## config.mk

```make
export PLATFORM = sky130hd
export DESIGN_NAME = bus_cycle_ctrl_flat
export DESIGN_NICKNAME = d
export VERILOG_FILES = /design/src/rtl/bus_cycle_ctrl_pkg.sv /design/src/rtl/bus_cycle_ctrl_if.sv /design/src/rtl/bus_cycle_ctrl_timer.sv /design/src/rtl/bus_cycle_ctrl.sv /design/src/flat_wrapper.sv
export SDC_FILE = /design/constraint.sdc
export NUM_CORES = 1
export LEC_CHECK = 0
export ABC_AREA = 1
export BUFFER_PORTS_ARGS = -buffer_cell sky130_fd_sc_hd__buf_2
export CAP_MARGIN = 20
export CORE_MARGIN = 3
export CORE_UTILIZATION = 51
export DETAILED_ROUTE_END_ITERATION = 8
export GPL_ROUTABILITY_DRIVEN = 0
export PLACE_DENSITY = 0.8
export RECOVER_POWER = 50
export SYNTH_ARGS = -nofsm -noshare
export SYNTH_HDL_FRONTEND = slang
export SYNTH_HIERARCHICAL = 1
export SYNTH_SLANG_ARGS = --single-unit
```

## constraint.sdc

```tcl
create_clock -name clk -period 3.1 [get_ports clk]
set_input_delay 0.465 -clock clk [delete_from_list [all_inputs] [get_ports clk]]
set_output_delay 0.465 -clock clk [all_outputs]
set_load 0.02 [all_outputs]
```

## src/rtl/bus_cycle_ctrl_pkg.sv

```systemverilog
// bus_ctrl_pkg: shared types and default timing for bus_cycle_ctrl.
//   bus_state_t     : controller state encoding (also exported on state_o)
//   DEF_*_CYC       : default setup/strobe/hold/timeout cycle counts
//   CNT_W           : width of the phase and timeout counters
package bus_ctrl_pkg;

  typedef enum logic [2:0] {
    ST_IDLE   = 3'd0,
    ST_SETUP  = 3'd1,
    ST_STROBE = 3'd2,
    ST_HOLD   = 3'd3,
    ST_DMA    = 3'd4
  } bus_state_t;

  localparam int DEF_SETUP_CYC   = 1;
  localparam int DEF_STROBE_CYC  = 2;
  localparam int DEF_HOLD_CYC    = 1;
  localparam int DEF_TIMEOUT_CYC = 255;

  localparam int CNT_W = 16;

endpackage

```

## src/rtl/bus_cycle_ctrl_if.sv

```systemverilog
// bus_cycle_ctrl_if: groups the CPU-side request signals, the DMA handshake
// and the external pin signals of bus_cycle_ctrl.
//   modport master : the controller (drives pins, strobes, done, dma_ack)
//   modport slave  : the environment (core, DMA master and pins)
// Handshake rules:
//   cpu_req is a level; a cycle is accepted on an edge where the controller is
//   idle, dma_req=0 and cpu_done=0. cpu_done pulses one cycle when the cycle
//   ends. dma_req is a level; dma_ack is high for as long as the bus is
//   granted and drops one edge after dma_req falls.
interface bus_cycle_ctrl_if #(
  parameter int ADDR_W = 22,
  parameter int DATA_W = 8
);
  logic              cpu_req;
  logic              cpu_we;
  logic              cpu_mem_io;
  logic [ADDR_W-1:0] cpu_addr;
  logic [DATA_W-1:0] cpu_wdata;
  logic [DATA_W-1:0] cpu_rdata;
  logic              cpu_done;
  logic              busy;
  logic              dma_req;
  logic              dma_ack;
  logic              WAIT;
  logic [DATA_W-1:0] data_in;
  logic [ADDR_W-1:0] addr;
  logic [DATA_W-1:0] data_out;
  logic              data_oe;
  logic              rd;
  logic              wr;
  logic              mem_io;
  logic              bus_err;

  modport master (
    input  cpu_req, cpu_we, cpu_mem_io, cpu_addr, cpu_wdata,
    input  dma_req, WAIT, data_in,
    output cpu_rdata, cpu_done, busy, dma_ack,
    output addr, data_out, data_oe, rd, wr, mem_io, bus_err
  );

  modport slave (
    output cpu_req, cpu_we, cpu_mem_io, cpu_addr, cpu_wdata,
    output dma_req, WAIT, data_in,
    input  cpu_rdata, cpu_done, busy, dma_ack,
    input  addr, data_out, data_oe, rd, wr, mem_io, bus_err
  );
endinterface

```

## src/rtl/bus_cycle_ctrl_timer.sv

```systemverilog
// bus_phase_timer: loadable saturating down-counter shared by the setup,
// strobe and hold phases.
//   clk, arst   : clock, synchronous active-high reset
//   load_i      : load load_val_i (phase length minus one)
//   load_val_i  : value to load
//   expired_o   : counter is zero, i.e. the current cycle is the phase's last
module bus_phase_timer
  import bus_ctrl_pkg::*;
#(
  parameter int W = CNT_W
) (
  input  logic         clk,
  input  logic         arst,
  input  logic         load_i,
  input  logic [W-1:0] load_val_i,
  output logic         expired_o
);

  logic [W-1:0] cnt_q;

  always_ff @(posedge clk) begin
    if (arst) begin
      cnt_q <= '0;
    end else if (load_i) begin
      cnt_q <= load_val_i;
    end else if (cnt_q != '0) begin
      cnt_q <= cnt_q - W'(1);
    end
  end

  assign expired_o = (cnt_q == '0);

endmodule

```

## src/rtl/bus_cycle_ctrl.sv

```systemverilog
// bus_cycle_ctrl: sequences external bus cycles (setup/strobe/hold) for the
// CPU core and grants the bus to an external DMA master between cycles.
//   clk, arst : clock, synchronous active-high reset
//   bus       : bus_cycle_ctrl_if.master (CPU request, DMA handshake, pins)
//   state_o   : current controller state, for observation
// Optional feature macro BUS_TIMEOUT_EN: when defined, a strobe held by WAIT
// for TIMEOUT_CYC cycles is forced to end, returns all-ones read data and
// raises a sticky bus_err with cpu_done. When undefined, bus_err is 0.
module bus_cycle_ctrl
  import bus_ctrl_pkg::*;
#(
  parameter int ADDR_W      = 22,
  parameter int DATA_W      = 8,
  parameter int SETUP_CYC   = DEF_SETUP_CYC,
  parameter int STROBE_CYC  = DEF_STROBE_CYC,
  parameter int HOLD_CYC    = DEF_HOLD_CYC,
  parameter int TIMEOUT_CYC = DEF_TIMEOUT_CYC
) (
  input  logic             clk,
  input  logic             arst,
  bus_cycle_ctrl_if.master bus,
  output bus_state_t       state_o
);

  if (SETUP_CYC < 1 || STROBE_CYC < 1 || HOLD_CYC < 1 || TIMEOUT_CYC < 1 ||
      SETUP_CYC > (1 << CNT_W) || STROBE_CYC > (1 << CNT_W) ||
      HOLD_CYC > (1 << CNT_W) || TIMEOUT_CYC >= (1 << CNT_W)) begin : g_bad_param
    $error("bus_cycle_ctrl: cycle parameters must be >= 1 and fit the counters");
  end

  // The timer is loaded with length-1 so that "expired" marks the last cycle.
  localparam logic [CNT_W-1:0] SETUP_LD  = CNT_W'(SETUP_CYC - 1);
  localparam logic [CNT_W-1:0] STROBE_LD = CNT_W'(STROBE_CYC - 1);
  localparam logic [CNT_W-1:0] HOLD_LD   = CNT_W'(HOLD_CYC - 1);

  bus_state_t        state_q, state_d;
  logic [ADDR_W-1:0] addr_q;
  logic [DATA_W-1:0] wdata_q;
  logic [DATA_W-1:0] rdata_q;
  logic              we_q;
  logic              mem_io_q;
  logic              done_q;

  logic              tmr_load;
  logic [CNT_W-1:0]  tmr_val;
  logic              tmr_expired;
  logic              accept;
  logic              strobe_exit;
  logic              hold_done;

  bus_phase_timer #(.W(CNT_W)) u_timer (
    .clk        (clk),
    .arst       (arst),
    .load_i     (tmr_load),
    .load_val_i (tmr_val),
    .expired_o  (tmr_expired)
  );

`ifdef BUS_TIMEOUT_EN
  localparam logic [CNT_W-1:0] TIMEOUT_LIM = CNT_W'(TIMEOUT_CYC);

  // tmo_cnt_q holds the 1-based index of the current strobe cycle.
  logic [CNT_W-1:0] tmo_cnt_q;
  logic             tmo_hit;
  logic             tmo_exit;
  logic             err_pend_q;
  logic             bus_err_q;

  assign tmo_hit = (state_q == ST_STROBE) && bus.WAIT && (tmo_cnt_q >= TIMEOUT_LIM);
`endif

  always_comb begin
    state_d     = state_q;
    tmr_load    = 1'b0;
    tmr_val     = '0;
    accept      = 1'b0;
    strobe_exit = 1'b0;
    hold_done   = 1'b0;
`ifdef BUS_TIMEOUT_EN
    tmo_exit    = 1'b0;
`endif
    case (state_q)
      ST_IDLE: begin
        // DMA wins over the core; a request during the done pulse waits.
        if (bus.dma_req) begin
          state_d = ST_DMA;
        end else if (bus.cpu_req && !done_q) begin
          state_d  = ST_SETUP;
          accept   = 1'b1;
          tmr_load = 1'b1;
          tmr_val  = SETUP_LD;
        end
      end
      ST_SETUP: begin
        if (tmr_expired) begin
          state_d  = ST_STROBE;
          tmr_load = 1'b1;
          tmr_val  = STROBE_LD;
        end
      end
      ST_STROBE: begin
        if (tmr_expired && !bus.WAIT) begin
          state_d     = ST_HOLD;
          strobe_exit = 1'b1;
          tmr_load    = 1'b1;
          tmr_val     = HOLD_LD;
        end
`ifdef BUS_TIMEOUT_EN
        else if (tmo_hit) begin
          state_d  = ST_HOLD;
          tmo_exit = 1'b1;
          tmr_load = 1'b1;
          tmr_val  = HOLD_LD;
        end
`endif
      end
      ST_HOLD: begin
        if (tmr_expired) begin
          state_d   = ST_IDLE;
          hold_done = 1'b1;
        end
      end
      ST_DMA: begin
        if (!bus.dma_req) begin
          state_d = ST_IDLE;
        end
      end
      default: state_d = ST_IDLE;
    endcase
  end

  always_ff @(posedge clk) begin
    if (arst) begin
      state_q  <= ST_IDLE;
      addr_q   <= '0;
      wdata_q  <= '0;
      rdata_q  <= '0;
      we_q     <= 1'b0;
      mem_io_q <= 1'b0;
      done_q   <= 1'b0;
    end else begin
      state_q <= state_d;
      done_q  <= hold_done;
      if (accept) begin
        addr_q   <= bus.cpu_addr;
        wdata_q  <= bus.cpu_wdata;
        we_q     <= bus.cpu_we;
        mem_io_q <= bus.cpu_mem_io;
      end
      // Read data is taken only on the edge that ends the strobe.
      if (strobe_exit && !we_q) begin
        rdata_q <= bus.data_in;
      end
`ifdef BUS_TIMEOUT_EN
      if (tmo_exit) begin
        rdata_q <= '1;
      end
`endif
    end
  end

`ifdef BUS_TIMEOUT_EN
  always_ff @(posedge clk) begin
    if (arst) begin
      tmo_cnt_q  <= '0;
      err_pend_q <= 1'b0;
      bus_err_q  <= 1'b0;
    end else begin
      if (state_q == ST_SETUP && tmr_expired) begin
        tmo_cnt_q <= CNT_W'(1);
      end else if (state_q == ST_STROBE && tmo_cnt_q != '1) begin
        tmo_cnt_q <= tmo_cnt_q + CNT_W'(1);
      end
      // The error shows up together with cpu_done and stays until the next
      // accepted request.
      if (accept) begin
        err_pend_q <= 1'b0;
        bus_err_q  <= 1'b0;
      end else begin
        if (tmo_exit) begin
          err_pend_q <= 1'b1;
        end
        if (hold_done && err_pend_q) begin
          bus_err_q <= 1'b1;
        end
      end
    end
  end

  assign bus.bus_err = bus_err_q;
`else
  assign bus.bus_err = 1'b0;
`endif

  assign bus.addr      = addr_q;
  assign bus.mem_io    = mem_io_q;
  assign bus.data_out  = wdata_q;
  assign bus.data_oe   = we_q && (state_q == ST_SETUP || state_q == ST_STROBE ||
                                  state_q == ST_HOLD);
  assign bus.rd        = (state_q == ST_STROBE) && !we_q;
  assign bus.wr        = (state_q == ST_STROBE) && we_q;
  assign bus.dma_ack   = (state_q == ST_DMA);
  assign bus.busy      = (state_q != ST_IDLE);
  assign bus.cpu_done  = done_q;
  assign bus.cpu_rdata = rdata_q;
  assign state_o       = state_q;

endmodule

```

## src/flat_wrapper.sv

```systemverilog
// flat-port wrapper written by rule: the top's interface ports become plain ports
module bus_cycle_ctrl_flat import bus_ctrl_pkg::*;
#(
  parameter int ADDR_W      = 22,
  parameter int DATA_W      = 8,
  parameter int SETUP_CYC   = DEF_SETUP_CYC,
  parameter int STROBE_CYC  = DEF_STROBE_CYC,
  parameter int HOLD_CYC    = DEF_HOLD_CYC,
  parameter int TIMEOUT_CYC = DEF_TIMEOUT_CYC
)
  (clk, arst, state_o, bus_cpu_req, bus_cpu_we, bus_cpu_mem_io, bus_cpu_addr, bus_cpu_wdata, bus_dma_req, bus_WAIT, bus_data_in, bus_cpu_rdata, bus_cpu_done, bus_busy, bus_dma_ack, bus_addr, bus_data_out, bus_data_oe, bus_rd, bus_wr, bus_mem_io, bus_bus_err);
  bus_cycle_ctrl_if #(.ADDR_W(ADDR_W), .DATA_W(DATA_W)) bus_i ();
  input  logic clk;
  input  logic arst;
  output bus_state_t state_o;
  input wire logic [$bits(bus_i.cpu_req)-1:0] bus_cpu_req;
  input wire logic [$bits(bus_i.cpu_we)-1:0] bus_cpu_we;
  input wire logic [$bits(bus_i.cpu_mem_io)-1:0] bus_cpu_mem_io;
  input wire logic [$bits(bus_i.cpu_addr)-1:0] bus_cpu_addr;
  input wire logic [$bits(bus_i.cpu_wdata)-1:0] bus_cpu_wdata;
  input wire logic [$bits(bus_i.dma_req)-1:0] bus_dma_req;
  input wire logic [$bits(bus_i.WAIT)-1:0] bus_WAIT;
  input wire logic [$bits(bus_i.data_in)-1:0] bus_data_in;
  output wire logic [$bits(bus_i.cpu_rdata)-1:0] bus_cpu_rdata;
  output wire logic [$bits(bus_i.cpu_done)-1:0] bus_cpu_done;
  output wire logic [$bits(bus_i.busy)-1:0] bus_busy;
  output wire logic [$bits(bus_i.dma_ack)-1:0] bus_dma_ack;
  output wire logic [$bits(bus_i.addr)-1:0] bus_addr;
  output wire logic [$bits(bus_i.data_out)-1:0] bus_data_out;
  output wire logic [$bits(bus_i.data_oe)-1:0] bus_data_oe;
  output wire logic [$bits(bus_i.rd)-1:0] bus_rd;
  output wire logic [$bits(bus_i.wr)-1:0] bus_wr;
  output wire logic [$bits(bus_i.mem_io)-1:0] bus_mem_io;
  output wire logic [$bits(bus_i.bus_err)-1:0] bus_bus_err;
  assign bus_i.cpu_req = bus_cpu_req;
  assign bus_i.cpu_we = bus_cpu_we;
  assign bus_i.cpu_mem_io = bus_cpu_mem_io;
  assign bus_i.cpu_addr = bus_cpu_addr;
  assign bus_i.cpu_wdata = bus_cpu_wdata;
  assign bus_i.dma_req = bus_dma_req;
  assign bus_i.WAIT = bus_WAIT;
  assign bus_i.data_in = bus_data_in;
  assign bus_cpu_rdata = bus_i.cpu_rdata;
  assign bus_cpu_done = bus_i.cpu_done;
  assign bus_busy = bus_i.busy;
  assign bus_dma_ack = bus_i.dma_ack;
  assign bus_addr = bus_i.addr;
  assign bus_data_out = bus_i.data_out;
  assign bus_data_oe = bus_i.data_oe;
  assign bus_rd = bus_i.rd;
  assign bus_wr = bus_i.wr;
  assign bus_mem_io = bus_i.mem_io;
  assign bus_bus_err = bus_i.bus_err;
  bus_cycle_ctrl #(.ADDR_W(ADDR_W), .DATA_W(DATA_W), .SETUP_CYC(SETUP_CYC), .STROBE_CYC(STROBE_CYC), .HOLD_CYC(HOLD_CYC), .TIMEOUT_CYC(TIMEOUT_CYC)) u_core (.clk(clk), .arst(arst), .bus(bus_i), .state_o(state_o));
endmodule
```

==> results.toml, run 1 <==
[route]
initialDrtViolationCount = 141
wl_per_cell_um = 11.48
drc_errors = 0
dr_wl_met3_um = 554
wl_met1_um = 3004
highest_layer = "met4"
drtPass1Iterations = 4
vias = 2767
routed_wl_um = 6736
final_antenna_net_count = 0
dr_wl_met2_um = 3049
avgViaCountPerCell = 4.714

[clocking]
clk_latency_ps = 330
hold_buffers = 0
ctsResizeCount = 0
clk_pin_slew_worst_paths_ps = 70
cts_buffers = 9
clockBufferDepth = 2
ctsHtreeMaxLevel = 3
postCtsSetupBuffers = 0
cts_tree = "built"
cts_root_buf = "clkbuf_8"
cts.sink_count = 60

[timing]
skew_ps = 4.965
setup_tns_ps = 0
setup_viol = 0
worst_pin_slew_ps = 887.7
hold_violations = 0
period_needed_ps = 2605
worst_slack_ps = 495.3
slew_violations = 0
fin_crit_sh_pct = 84.02
max_slew_margin_pct = 40.75
max_freq_mhz = 383.9
rsz0062_at_grt = "no"

[die]
die_area_mm2 = 0.006696
rows = 26
die_y_um = 81.83
die_x_um = 81.83
coreArea_mm2 = 0.005335
ios = 94
start_util_pct = 54.97

[global_routing]
track_usage_pct = 21.28
grt_pass1_wl_um = 10900
grt_pass1_vias = 2405
overflow = 0
grt_antenna_before_repair = 0
grt_max_degree = 35

[placed_design]
pre_cts_slack_ps = 524.7
portBuffers = 92
dp_hpwl_um = 4982

[power]
clkPwrFrac_pct = 24.2
power_density_mw_per_mm2 = 838.9
swShare_pct = 41.57
intPower_mw = 1.739
p_leak_nw = 1.645
ir_drop_v = 0.0004806
switching_power_mw = 1.237
p_seq_share_pct = 34.5
power_mw = 2.977
p_comb_share_pct = 41.3

[setup_path]
cp_slowest_cell = "dfxtp_1"
max_stage_delay_ps = 380
critical_path.max_fanout = 12
required_ps = 3300
cp_common_cell = "inv_1"
critPathLaunchType = "flip-flop"
crit_buf_inv = 4
crit_type = "reg2reg"
endpoint_kind = "flip-flop"
path_cells = "inv_1, ha_1, nand2_4, nor2_8, nand4_4, inv_2, inv_1, nor2_1, nand2_1, o21ai_0, or2_1, inv_1, nand3_2, nand2_1, nor2_1"
crit_family = "simple AND/OR/NAND/NOR gates"
arrival_ps = 2810
regToRegSetupSlack_ps = 500

[finish]
num-fill-cells = 505
multi_input_area_mm2 = 0.001510
area_growth_pct = 20.99
n_antenna_cell = 0
ff_latch_area_mm2 = 0.001201
drive_above_1_share_pct = 17.79
nNetsFinal = 558

[yosys]
postSynthCellCount = 408
synth-seq-cells = 60
synth.distinct_cells = 38
ys_warn_count = 6
seq_area_frac_synth_pct = 40.96
netlist_area_mm2 = 0.002933
synth_area_per_cell_um2 = 7.188

[job]
max_cap_viol_count = 0

[outcome]
status = "finished, final reports clean"

[worst_hold_path]
min_path_type = "in2reg"
-- per-layer routing --
metal,GRT usage [%],vias to the layer above
met1,27.65,1196
met5,0,-
met2,31.42,81
met4,7.973,0
li1,-,1478
met3,8.882,12
-- stage by stage --
stage | util [%] | hold WS, ps | instances | area, um2
global placement | 63.88 | 457.1 | 571 | 3408
floorplan | - | 484.3 | 423 | 2989
CTS | 67.68 | 353.6 | 587 | 3611
detailed placement | 63.88 | 466.5 | 571 | 3408
finish | 66.51 | 365.3 | 587 | 3548
global route | 66.51 | 345.7 | 587 | 3548
-- synth_stat cells --
cell | instances | area [um2]
conb_1 | 1 | 3.750
o21ai_1 | 39 | 195.2
ha_1 | 1 | 12.51
nand2_8 | 1 | 20.02
clkinv_2 | 1 | 5.000
nor2_8 | 2 | 40.04
xor2_2 | 1 | 16.27
buf_6 | 4 | 45.04
dfxtp_1 | 60 | 1201
a22oi_1 | 1 | 7.510
inv_2 | 2 | 7.510
nand3_4 | 1 | 17.52
nand2_2 | 2 | 12.51
nor4_1 | 1 | 6.260
nand3_2 | 1 | 10.01
xnor2_1 | 4 | 35.03
o21bai_1 | 1 | 7.510
o21ai_0 | 9 | 45.04
nand4_1 | 3 | 18.77
nor2_2 | 3 | 18.77
nand4_4 | 1 | 21.27
clkbuf_1 | 7 | 26.28
xor2_1 | 2 | 17.52
buf_12 | 3 | 60.06
nor3_2 | 1 | 10.01
nor3_1 | 2 | 10.01
buf_2 | 1 | 5.000
or2_1 | 1 | 6.260
inv_4 | 1 | 6.260
nor2_1 | 125 | 469.2
a21oi_1 | 7 | 35.03
nand3_1 | 18 | 90.09
inv_1 | 25 | 93.84
nor2_4 | 5 | 56.30
nand2_4 | 3 | 33.78
inv_8 | 1 | 11.26
buf_4 | 1 | 7.510
nand2_1 | 66 | 247.7
-- layout make-up --
| type | instances | area share, % |
|---|---|---|
| clock buffer | 12 | 4.372 |
| clock inverter | 4 | 1.340 |
| inverter | 30 | 3.456 |
| multi-input combinational | 317 | 42.56 |
| sequential | 60 | 33.85 |
| tap | 70 | 2.468 |
| timing repair buffer | 94 | 11.95 |
-- final timing paths --
check                                              from                 endpoint  cells after the start
worst max register to register  u_core/u_timer/cnt_q[0]  u_core/u_timer/cnt_q[3]                     15
worst min-delay path                    bus_cpu_addr[3]       u_core/bus.addr[3]                      3
worst min register to register       u_core/bus.addr[6]       u_core/bus.addr[6]                      2
worst max-delay path            u_core/u_timer/cnt_q[0]  u_core/u_timer/cnt_q[3]                     15
-- registers in the layout (all words and copies together) (netlist names) --
| register | flops |
|---|---|
| u_core/bus.addr | 22 |
| u_core/bus.cpu_done | 1 |
| u_core/bus.cpu_rdata | 8 |
| u_core/bus.data_out | 8 |
| u_core/bus.mem_io | 1 |
| u_core/state_o | 3 |
| u_core/u_timer/cnt_q | 16 |
| u_core/we_q | 1 |
-- kinds of logic (layout without fill, tap and decap cells) --
family,after synthesis,count (layout),share of synthesized area [%]
compound gates,57,57,9.898
xor+xnor,7,7,2.347
fa+ha+maj,1,1,0.4266
buf+inv,46,140,9.130
flops,60,60,40.96
other cells,1,16,0.1279
simple gates,236,236,37.12
-- tightest hold or removal path, delay by kind of cell --
kind	cells	cell delay (ps)
buf+inv	1	70
simple gates	1	70
compound gates	1	50
-- layout by cell type, fill, tap and decap left out, types with 2 or more instances in the layout --
cell type / n
clkbuf_8: 11
o21ai_0: 9
clkinv_2: 3
clkbuf_1: 42
inv_1: 25
nor2_8: 2
nand4_1: 3
nand2_2: 2
nor2_2: 2
buf_4: 2
nand3_1: 18
buf_2: 51
nand2_1: 66
a21oi_1: 7
inv_2: 2
o21ai_1: 39
conb_1: 16
xnor2_1: 4
nor3_1: 2
dfxtp_1: 60
nor2_1: 127
nor2_4: 4
nand2_4: 3
xor2_1: 2
-- power groups by stage --
stage | combinational, mW | sequential, mW | clock (mW)
2_1_floorplan | 0.963 | 1.06 | 0
3_3_place_gp | 1.21 | 1.03 | 0
3_5_place_dp | 1.24 | 1.04 | 0
4_1_cts | 1.24 | 1.03 | 0.727
5_1_grt | 1.39 | 1.05 | 0.777
6_report | 1.23 | 1.03 | 0.721
Note: power is estimated with default switching activity, not from simulation.
==> run 2: changes to the inputs <==
- clock period: 3.1 -> 2.5 ns (I/O delays scaled with it)
==> run 2 against run 1 <==
Effect of this change: count of clock-buffer cells in the layout unchanged; critical path depth up 2; worst hold slack worse by 97 ps; combinational power up 31%; clock power up 9.3%; register-to-register slack worse by 300 ps; sequential cell count unchanged; final area up 1.8%; wire length up 6.5%; power up 24%; core utilization up 1.2 points; highest routed layer unchanged.
==> results.toml, run 2 (same netlist as run 1, synthesis figures left out) <==
[outcome]
status = "finished, final reports clean"

[worst_hold_path]
min_delay_path_depth = 3
min_path_type = "in2reg"

[die]
ios = 94
die_y_um = 81.83
die_area_mm2 = 0.006696
coreArea_mm2 = 0.005335
rows = 26
start_util_pct = 54.97
die_x_um = 81.83

[setup_path]
arrival_ps = 2520
required_ps = 2720
endpoint_kind = "flip-flop"
ff2ff_path_depth = 17
critPathLaunchType = "flip-flop"
critical_path.max_fanout = 7
cp_common_cell = "nand2_1"
max_stage_delay_ps = 330
crit_type = "reg2reg"
cp_slowest_cell = "dfxtp_1"
path_cells = "inv_1, ha_2, nand2_4, nor2_8, nand4_4, inv_2, inv_1, nor2_2, nand2_1, o21ai_0, or2_4, buf_4, clkinvlp_4, nand2_1, nand2_1, nand2_1, nor2_1"

[timing]
timing.hold.ws_ps = 268.7
worst_slack_ps = 193.6
skew_ps = 4.170
max_freq_mhz = 433.6
setup_viol = 0
hold_violations = 0
period_needed_ps = 2306
slew_violations = 0
fin_crit_sh_pct = 92.26

[finish]
n_antenna_cell = 0
multi_input_area_mm2 = 0.001520
num-fill-cells = 499
nNetsFinal = 566
largest_reg_flops = 22
drive_above_1_share_pct = 20.00
area_growth_pct = 23.17
mostFrequentLayoutCell = "nor2_1"
ff_latch_area_mm2 = 0.001201
stdcell_count = 595
final_cell_mix = "nor2_1 (125), nand2_1 (66), dfxtp_1 (60), buf_2 (51), clkbuf_1 (42)"

[route]
vias = 2865
wl_per_cell_um = 12.06
routed_wl_um = 7176
drc_errors = 0
initialDrtViolationCount = 185
final_antenna_net_count = 0
drtPass1Iterations = 4
avgViaCountPerCell = 4.815

[power]
power_mw = 3.678
ir_drop_v = 0.0004953
power_density_mw_per_mm2 = 1018
p_leak_nw = 1.675

[global_routing]
overflow = 0
grt_pass1_vias = 2492
grt_max_degree = 36
grt_antenna_before_repair = 0
track_usage_pct = 21.66
grt_pass1_wl_um = 11080

[clocking]
cts_tree = "built"
clk_latency_ps = 340
cts.sink_count = 60
clk_pin_slew_worst_paths_ps = 70
cts_root_buf = "clkbuf_8"
clockBufferDepth = 2
ctsHtreeMaxLevel = 3
cts_buffers = 9

[job]
max_cap_viol_count = 0

[placed_design]
dp_hpwl_um = 5030
portBuffers = 92
placed_cells = 572
pre_cts_slack_ps = -40.39
-- run 2: cell count changes in the layout (fill, tap and decap cells not counted), sizes merged --
cell	previous run	this run
bufinv	1	0
clkinv	3	5
buf	53	60
-- run 2: final timing paths --
| path | start | to | slack (ps) |
|---|---|---|---|
| max | u_core/u_timer/cnt_q[0] | u_core/u_timer/cnt_q[6] | 190 |
| min | bus_cpu_addr[7] | u_core/bus.addr[7] | 270 |
| max reg2reg | u_core/u_timer/cnt_q[0] | u_core/u_timer/cnt_q[6] | 190 |
| min reg2reg | u_core/bus.addr[6] | u_core/bus.addr[6] | 480 |
-- run 2: stage by stage --
step	cell area [um2]	TNS (ps)	utilization, %
final	3612	0	67.71
after global routing	3612	-213.8	67.71
after CTS	3598	0	67.45
after floorplan	2989	0	-
after detailed placement	3416	-152.7	64.02
after global placement	3416	0	64.02
-- run 2: critical path, delay by kind of cell, from the launching register on --
kind            cells  cell delay [ps]
compound gates      1              110
fa+ha+maj           1              220
buf+inv             5              510
flops               1              330
simple gates       10             1010
-- run 2: power by group --
group	internal (mW)	switching (mW)	leakage, nW
Sequential	1.12	0.163	0.492
Combinational	0.586	1.02	1.09
Clock	0.410	0.378	0.0961
Total	2.11	1.56	1.68
-- run 2: layout make-up --
type	count	share of cell area, %
tap	70	2.425
sequential	60	33.25
clock buffer	12	4.295
multi-input combinational	317	42.09
inverter	30	3.533
timing repair inverter	1	0.2078
clock inverter	4	0.6581
timing repair buffer	101	13.54
-- run 2: repair_timing --
item / 4_1_cts / 5_1_grt
endpoints found under the setup margin: 8 / 16
resized for setup: 1 / 8
buffers inserted: 0 / 6
hold buffers: 0 / 0
gates cloned: 0 / 1
hold endpoints to repair: 0 / 0
pin swaps: 0 / 2
-- run 2: metal layers --
layer / global-route usage [%] / vias to the layer above / part of all wire, %
li1: - / 1498 / -
met1: 26.48 / 1252 / 43
met2: 33.52 / 103 / 47
met3: 7.237 / 12 / 8.1
met4: 11.63 / 0 / 1.9
met5: 0 / - / 0
